`src/rtl/mdio_mgmt_ctrl.sv`:
```
// Clause-22 MDIO master that shares one MDIO bus between a software command port
// and a periodic BMSR link-status poller, alternating grants when both are waiting.
module mdio_mgmt_ctrl #(
  parameter int         CLK_DIV       = 20,
  parameter int         POLL_EN       = 1,
  parameter int         POLL_INTERVAL = 1000000,
  parameter logic [4:0] POLL_PHY_ADDR = 5'd0
) (
  input  logic        clk_app_i,
  input  logic        rst_clk_app_n,
  input  logic        i_cmd_valid,
  output logic        o_cmd_ready,
  input  logic        i_cmd_write,
  input  logic [4:0]  i_phy_addr,
  input  logic [4:0]  i_reg_addr,
  input  logic [15:0] i_wdata,
  output logic        o_done,
  output logic [15:0] o_rdata,
  output logic        o_busy,
  output logic        o_link_up,
  output logic        o_mdc,
  output logic        o_mdo,
  output logic        o_mdo_oe,
  input  logic        i_mdi
);

  localparam int CW = $clog2(2 * CLK_DIV);
  localparam int TW = $clog2(POLL_INTERVAL + 1);
  localparam logic [CW-1:0] CNT_RISE = CW'(CLK_DIV - 1);
  localparam logic [CW-1:0] CNT_LAST = CW'(2 * CLK_DIV - 1);
  localparam logic [TW-1:0] TMR_LAST = TW'(POLL_INTERVAL - 1);

  typedef enum logic [1:0] {IDLE, SHIFT, DONE} state_t;

  state_t        state;
  state_t        state_nxt;
  logic [CW-1:0] ph_cnt;
  logic [5:0]    bit_idx;
  logic [63:0]   frame_sr;
  logic [63:0]   load_frame;
  logic [15:0]   rx_sr;
  logic          is_read;
  logic          is_poll;
  logic          last_grant_cmd;
  logic          poll_pending;
  logic [TW-1:0] poll_tmr;
  logic          grant_cmd;
  logic          grant_poll;
  logic          bit_end;
  logic          frame_end;

  // A waiting poll blocks the command port only if the command port had the last turn.
  assign o_cmd_ready = (state == IDLE) && !(poll_pending && last_grant_cmd);
  assign grant_cmd   = i_cmd_valid && o_cmd_ready;
  assign grant_poll  = (state == IDLE) && poll_pending && !grant_cmd;
  assign bit_end     = (state == SHIFT) && (ph_cnt == CNT_LAST);
  assign frame_end   = bit_end && (bit_idx == 6'd63);
  assign o_busy      = (state != IDLE);
  assign o_mdo       = frame_sr[63];

  // Read frames carry ones in TA/DATA so the idle line level is shifted out there.
  always_comb begin
    load_frame = {32'hFFFF_FFFF, 2'b01, 2'b10, POLL_PHY_ADDR, 5'd1, 18'h3FFFF};
    if (grant_cmd) begin
      if (i_cmd_write)
        load_frame = {32'hFFFF_FFFF, 2'b01, 2'b01, i_phy_addr, i_reg_addr, 2'b10, i_wdata};
      else
        load_frame = {32'hFFFF_FFFF, 2'b01, 2'b10, i_phy_addr, i_reg_addr, 18'h3FFFF};
    end
  end

  always_ff @(posedge clk_app_i or negedge rst_clk_app_n) begin
    if (!rst_clk_app_n) state <= IDLE;
    else                state <= state_nxt;
  end

  always_comb begin
    state_nxt = state;
    unique case (state)
      IDLE:    if (grant_cmd || grant_poll) state_nxt = SHIFT;
      SHIFT:   if (frame_end) state_nxt = DONE;
      DONE:    state_nxt = IDLE;
      default: state_nxt = IDLE;
    endcase
  end

  always_ff @(posedge clk_app_i or negedge rst_clk_app_n) begin
    if (!rst_clk_app_n) begin
      ph_cnt         <= '0;
      bit_idx        <= '0;
      frame_sr       <= '1;
      rx_sr          <= '0;
      is_read        <= 1'b0;
      is_poll        <= 1'b0;
      last_grant_cmd <= 1'b0;
      o_mdc          <= 1'b0;
      o_mdo_oe       <= 1'b0;
      o_done         <= 1'b0;
      o_rdata        <= '0;
      o_link_up      <= 1'b0;
    end else begin
      o_done <= 1'b0;
      unique case (state)
        IDLE: begin
          if (grant_cmd || grant_poll) begin
            frame_sr       <= load_frame;
            is_read        <= grant_poll || !i_cmd_write;
            is_poll        <= grant_poll;
            last_grant_cmd <= grant_cmd;
            ph_cnt         <= '0;
            bit_idx        <= '0;
            o_mdc          <= 1'b0;
            o_mdo_oe       <= 1'b1;
          end
        end
        SHIFT: begin
          if (ph_cnt == CNT_RISE) begin
            o_mdc <= 1'b1;
            if (bit_idx >= 6'd48) rx_sr <= {rx_sr[14:0], i_mdi};
          end
          if (bit_end) begin
            o_mdc  <= 1'b0;
            ph_cnt <= '0;
            if (frame_end) begin
              frame_sr <= '1;
              o_mdo_oe <= 1'b0;
              o_done   <= !is_poll;
              if (is_poll)      o_link_up <= rx_sr[2];
              else if (is_read) o_rdata   <= rx_sr;
            end else begin
              bit_idx  <= bit_idx + 6'd1;
              frame_sr <= {frame_sr[62:0], 1'b1};
              // Release the line from the first turnaround bit onward on reads.
              o_mdo_oe <= !(is_read && bit_idx >= 6'd45);
            end
          end else begin
            ph_cnt <= ph_cnt + CW'(1);
          end
        end
        default: ;
      endcase
    end
  end

  // A timer terminal in the same cycle as a poll grant re-arms the request.
  always_ff @(posedge clk_app_i or negedge rst_clk_app_n) begin
    if (!rst_clk_app_n) begin
      poll_tmr     <= '0;
      poll_pending <= 1'b0;
    end else if (POLL_EN != 0) begin
      poll_tmr <= (poll_tmr == TMR_LAST) ? '0 : poll_tmr + TW'(1);
      if (poll_tmr == TMR_LAST) poll_pending <= 1'b1;
      else if (grant_poll)      poll_pending <= 1'b0;
    end
  end

endmodule

```
`config.mk`:
```
export PLATFORM = sky130hd
export DESIGN_NAME = mdio_mgmt_ctrl
export DESIGN_NICKNAME = d
export VERILOG_FILES = /design/src/rtl/mdio_mgmt_ctrl.sv
export SDC_FILE = /design/constraint.sdc
export NUM_CORES = 1
export LEC_CHECK = 0
export CAP_MARGIN = 20
export CORE_MARGIN = 1
export CORE_UTILIZATION = 45
export DETAILED_ROUTE_END_ITERATION = 6
export GPL_TIMING_DRIVEN = 1
export MAX_ROUTING_LAYER = met4
export PLACE_DENSITY = 0.75
export SKIP_CTS_REPAIR_TIMING = 1
export SKIP_LAST_GASP = 1
export SLEW_MARGIN = 40
export SYNTH_ARGS = -nofsm -noshare
export SYNTH_HDL_FRONTEND = slang
export SYNTH_SLANG_ARGS = --single-unit
```
`constraint.sdc`:
```
create_clock -name clk_app_i -period 2.5 [get_ports clk_app_i]
set_clock_uncertainty 0.1 [all_clocks]
set_input_delay 0.625 -clock clk_app_i [delete_from_list [all_inputs] [get_ports clk_app_i]]
set_output_delay 0.625 -clock clk_app_i [all_outputs]
set_load 0.01 [all_outputs]
```
==> summary.md, run 1 <==
| Metric | Value |
|---|---|
| Primary FF master, synth | dfrtp_1 |
| Tot Pwr | ~6400 uW |
| I/O pin cnt | 54 |
| Hold WC Path Type | primary input to async pin |
| Setup Viol. Count Final | 0 |
| GPL Wtd Cong | around 0.83 |
| TritonCTS Buffers | 17 |
| CTS tree | yes |
| Final hold vios | 0 |
| Starting Density | 45.9% |
| Slew Limit Fails | 0 |
| Core area | approximately 0.013 mm2 |
| Sw Share | between 20% and 30% |
| Most instantiated library cell after synthesis | dfrtp_1 |
| First-pass GRT wire length | between 20,000 and 25,000 um |
| CTS H-tree lvls | 4 |
| Post-Syn Area | between 0.006 and 0.007 mm2 |
| Drc violations | 0 |
| Comb pwr share | between 10% and 20% |
| Async SR Flop Fraction | 100% |
| DR vias/cell | 5.68 |
| Met2 Use GR | a little under a third |
| Vias in the first global route | about 4,300 |
| Busiest layer in global routing | met2 |
| Max transition margin | around two thirds |
| Fin Hold WS | between 0.05 and 0.06 ns |
| Worst-margin pin slew | around 0.52 ns |
| Initial antenna violation count | 0 |
| # rows | 42 |
| Period minus WS final | 2.38 ns |
| Placed Area | 0.00687 mm2 |
| Grt total ovfl | 0 |
| Fin area | between 0.007 and 0.008 mm2 |
| Worst vdd ir | between 500 and 600 uV |
| Crit path DAT | 1.65 ns |
| Post-Syn Area per Cell | ~12 um2 |
| Yosys top cell by area | dfrtp_1 |
| CP max FO | 9 |
| Ant. Diodes | 0 |
| Pwr Density | 867 mW/mm2 |
| Fill cells | around 1,100 |
| Final period utilization | approximately 95% |
| Largest net degree at the start of global routing | between 40 and 50 |
| Count of clock tree sinks | between 100 and 150 |
| Detailed Place HPWL | approximately 7800 um |
| Unrepaired setup endpoints after global routing | no |
| Max Root-Sink Buffers | 2 |
| Vias post-DR | about 4,300 |
| Worst Setup End Kind | output port |
| Post-synth EDFFs | 0 |
| 1st-iter DRT viols | about 250 |
| Critical path class | register to output port |
| FF+latch count, synth | around 140 |
| Sequential power share | 49.2% |
| Max Cap Viol | 0 |
| Multi-input gate area | approximately 0.0023 mm2 |
| Total global routing track utilization | just under 20% |
| Die Ht | 118 um |
| Mapped Nets | approximately 540 |
| Number of routed nets with antenna violations | 0 |
| Total negative slack | 0 ns |
| Number of distinct library cells after synthesis | 57 |
| Nets | 597 |
| Number of port buffers | 53 |
| Slowest CP cell | clkdlybuf4s50_1 |
| Setup crit start kind | register |
| Worst-path clk slew | ~0.050 ns |
| DIE AREA | between 0.01 and 0.015 mm2 |
| CP max stage delay | 0.49 ns |
| GRT met1 Usage | approximately a quarter |
| Fmax | between 400 and 500 MHz |
| Top cells by count, synth | 74 x dfrtp_1, 64 x dfstp_2, 55 x o21ai_0 |
| GRT met3 Usage | under 10% |
| Post-Route WL | 12,100 um |
| Chip width | between 100 and 150 um |
| Storage cell area | around 0.0035 mm2 |
| Worst Path Required | approximately 1.8 ns |
| Synth-to-layout area growth | 22.7% |
| Pre-CTS setup slack | ~0.016 ns |
| Status | finished, final reports clean |
| Critical path cell sequence | nor2_2 > inv_1 > clkdlybuf4s50_1 |
| Synth Instances | 500 |
| Sequential area share after synthesis | between 50% and 60% |
| Final worst slack | 0.123 ns |
| Synth warnings | 0 |
| Layout cells sized above 1 | approximately 28% |
| Dominant cells by area after synthesis | dfrtp_1 31%, dfstp_2 28%, o22a_1 5.2% |
| DRT Pass-1 Iters | 4 |
| Clock latency on the worst-skew pair | between 0.4 and 0.5 ns |
| Post-synth top area share | around 30% |
| Int Pwr | around 4900 uW |
| Clk root buf | clkbuf_16 |
| Average wire per standard cell | 16.1 um |
| Clk pwr share | 36.2% |
| Sw power | between 1500 and 2000 uW |
| Lkg Pwr | 0.00310 uW |
[metal layers]
| layer | part of all wire [%] | vias to the layer above |
|---|---|---|
| met3 | 4.5 | 17 |
| met5 | 0 | - |
| li1 | - | 1973 |
| met4 | 1.4 | 0 |
| met1 | 45 | 2170 |
| met2 | 50 | 103 |
[per-stage QoR]
stage	util [%]	instances
CTS	56.3	750
finish	56.3	750
global placement	52.1	718
detailed placement	52.1	718
floorplan	-	500
global route	56.3	750
[final timing paths]
path                                     from            to  slack [ns]  cells past startpoint
worst min register to register    poll_tmr[0]   poll_tmr[0]        0.36                      1
worst max-delay path                 state[1]        o_busy        0.12                      3
min in group clk_app_i            poll_tmr[0]   poll_tmr[0]        0.36                      1
worst min-delay path            rst_clk_app_n   o_rdata[15]        0.05                      1
max in group asynchronous       rst_clk_app_n  frame_sr[15]        1.55                      2
worst max register to register      ph_cnt[0]    o_rdata[8]        0.23                      5
[power by group through the flow]
stage / Combinational [uW] / Clock, uW / Sequential [uW]
floorplan: 666 / 0 / 3120
global placement: 891 / 0 / 3170
detailed placement: 938 / 0 / 3200
CTS: 952 / 2390 / 3170
global route: 1040 / 2500 / 3230
finish: 936 / 2330 / 3170
[final cells by class]
type,instances,share of cell area [%]
sequential,138,47.6
multi-input combinational,319,31.5
timing repair buffer,76,10.1
clock buffer,24,6.50
tap,176,2.96
clock inverter,8,0.926
inverter,9,0.455
[placed cells by master (no fill, tap or decap), types with 14 or more instances in the layout]
master / instances
nor3_1: 15
buf_4: 20
o21ai_0: 55
a21oi_1: 14
clkbuf_16: 18
nor2_1: 17
o32ai_1: 16
nand2_1: 15
dfstp_2: 64
dfrtp_1: 73
mux2_2: 23
nand3_1: 15
clkdlybuf4s50_1: 51
o22a_1: 36
[state kept, by name, summed over array words and instances, names as in the netlist]
| name | cells |
|---|---|
| bit_idx | 6 |
| frame_sr | 64 |
| is_poll | 1 |
| is_read | 1 |
| last_grant_cmd | 1 |
| o_done | 1 |
| o_link_up | 1 |
| o_mdc | 1 |
| o_mdo_oe | 1 |
| o_rdata | 16 |
| ph_cnt | 6 |
| poll_pending | 1 |
| poll_tmr | 20 |
| rx_sr | 16 |
| state | 2 |
[logic make-up after synthesis]
group / share of synthesized area [%]
AOI/OAI and AO/OA: 17.0
DFF: 58.3
and+or+nand+nor: 10.7
buffers and inverters: 3.14
muxes: 7.25
xor gates and xnor gates: 2.60
adders and majority gates: 1.03
[critical path: cells and delay by family (launching register included)]
family	cells	cell delay [ns]
simple gates	1	0.17
buf+inv	2	0.59
flops	1	0.47
Power figures use the tool's default switching activity.
==> run 2, diff against run 1 <==
--- a/config.mk
+++ b/config.mk
@@ -10,6 +10,7 @@
 export CORE_UTILIZATION = 45
 export DETAILED_ROUTE_END_ITERATION = 6
 export GPL_TIMING_DRIVEN = 1
+export HOLD_SLACK_MARGIN = 0.08
 export MAX_ROUTING_LAYER = met4
 export PLACE_DENSITY = 0.75
 export SKIP_CTS_REPAIR_TIMING = 1
==> results of run 2 <==
No change in the layout: final DEF, timing and power equal those of run 1.
==> run 3, diff against run 2 <==
--- a/config.mk
+++ b/config.mk
@@ -5,6 +5,7 @@
 export SDC_FILE = /design/constraint.sdc
 export NUM_CORES = 1
 export LEC_CHECK = 0
+export ABC_AREA = 0
 export CAP_MARGIN = 20
 export CORE_MARGIN = 1
 export CORE_UTILIZATION = 45
==> results of run 3 <==
No change in the layout: final DEF, timing and power equal those of run 1.
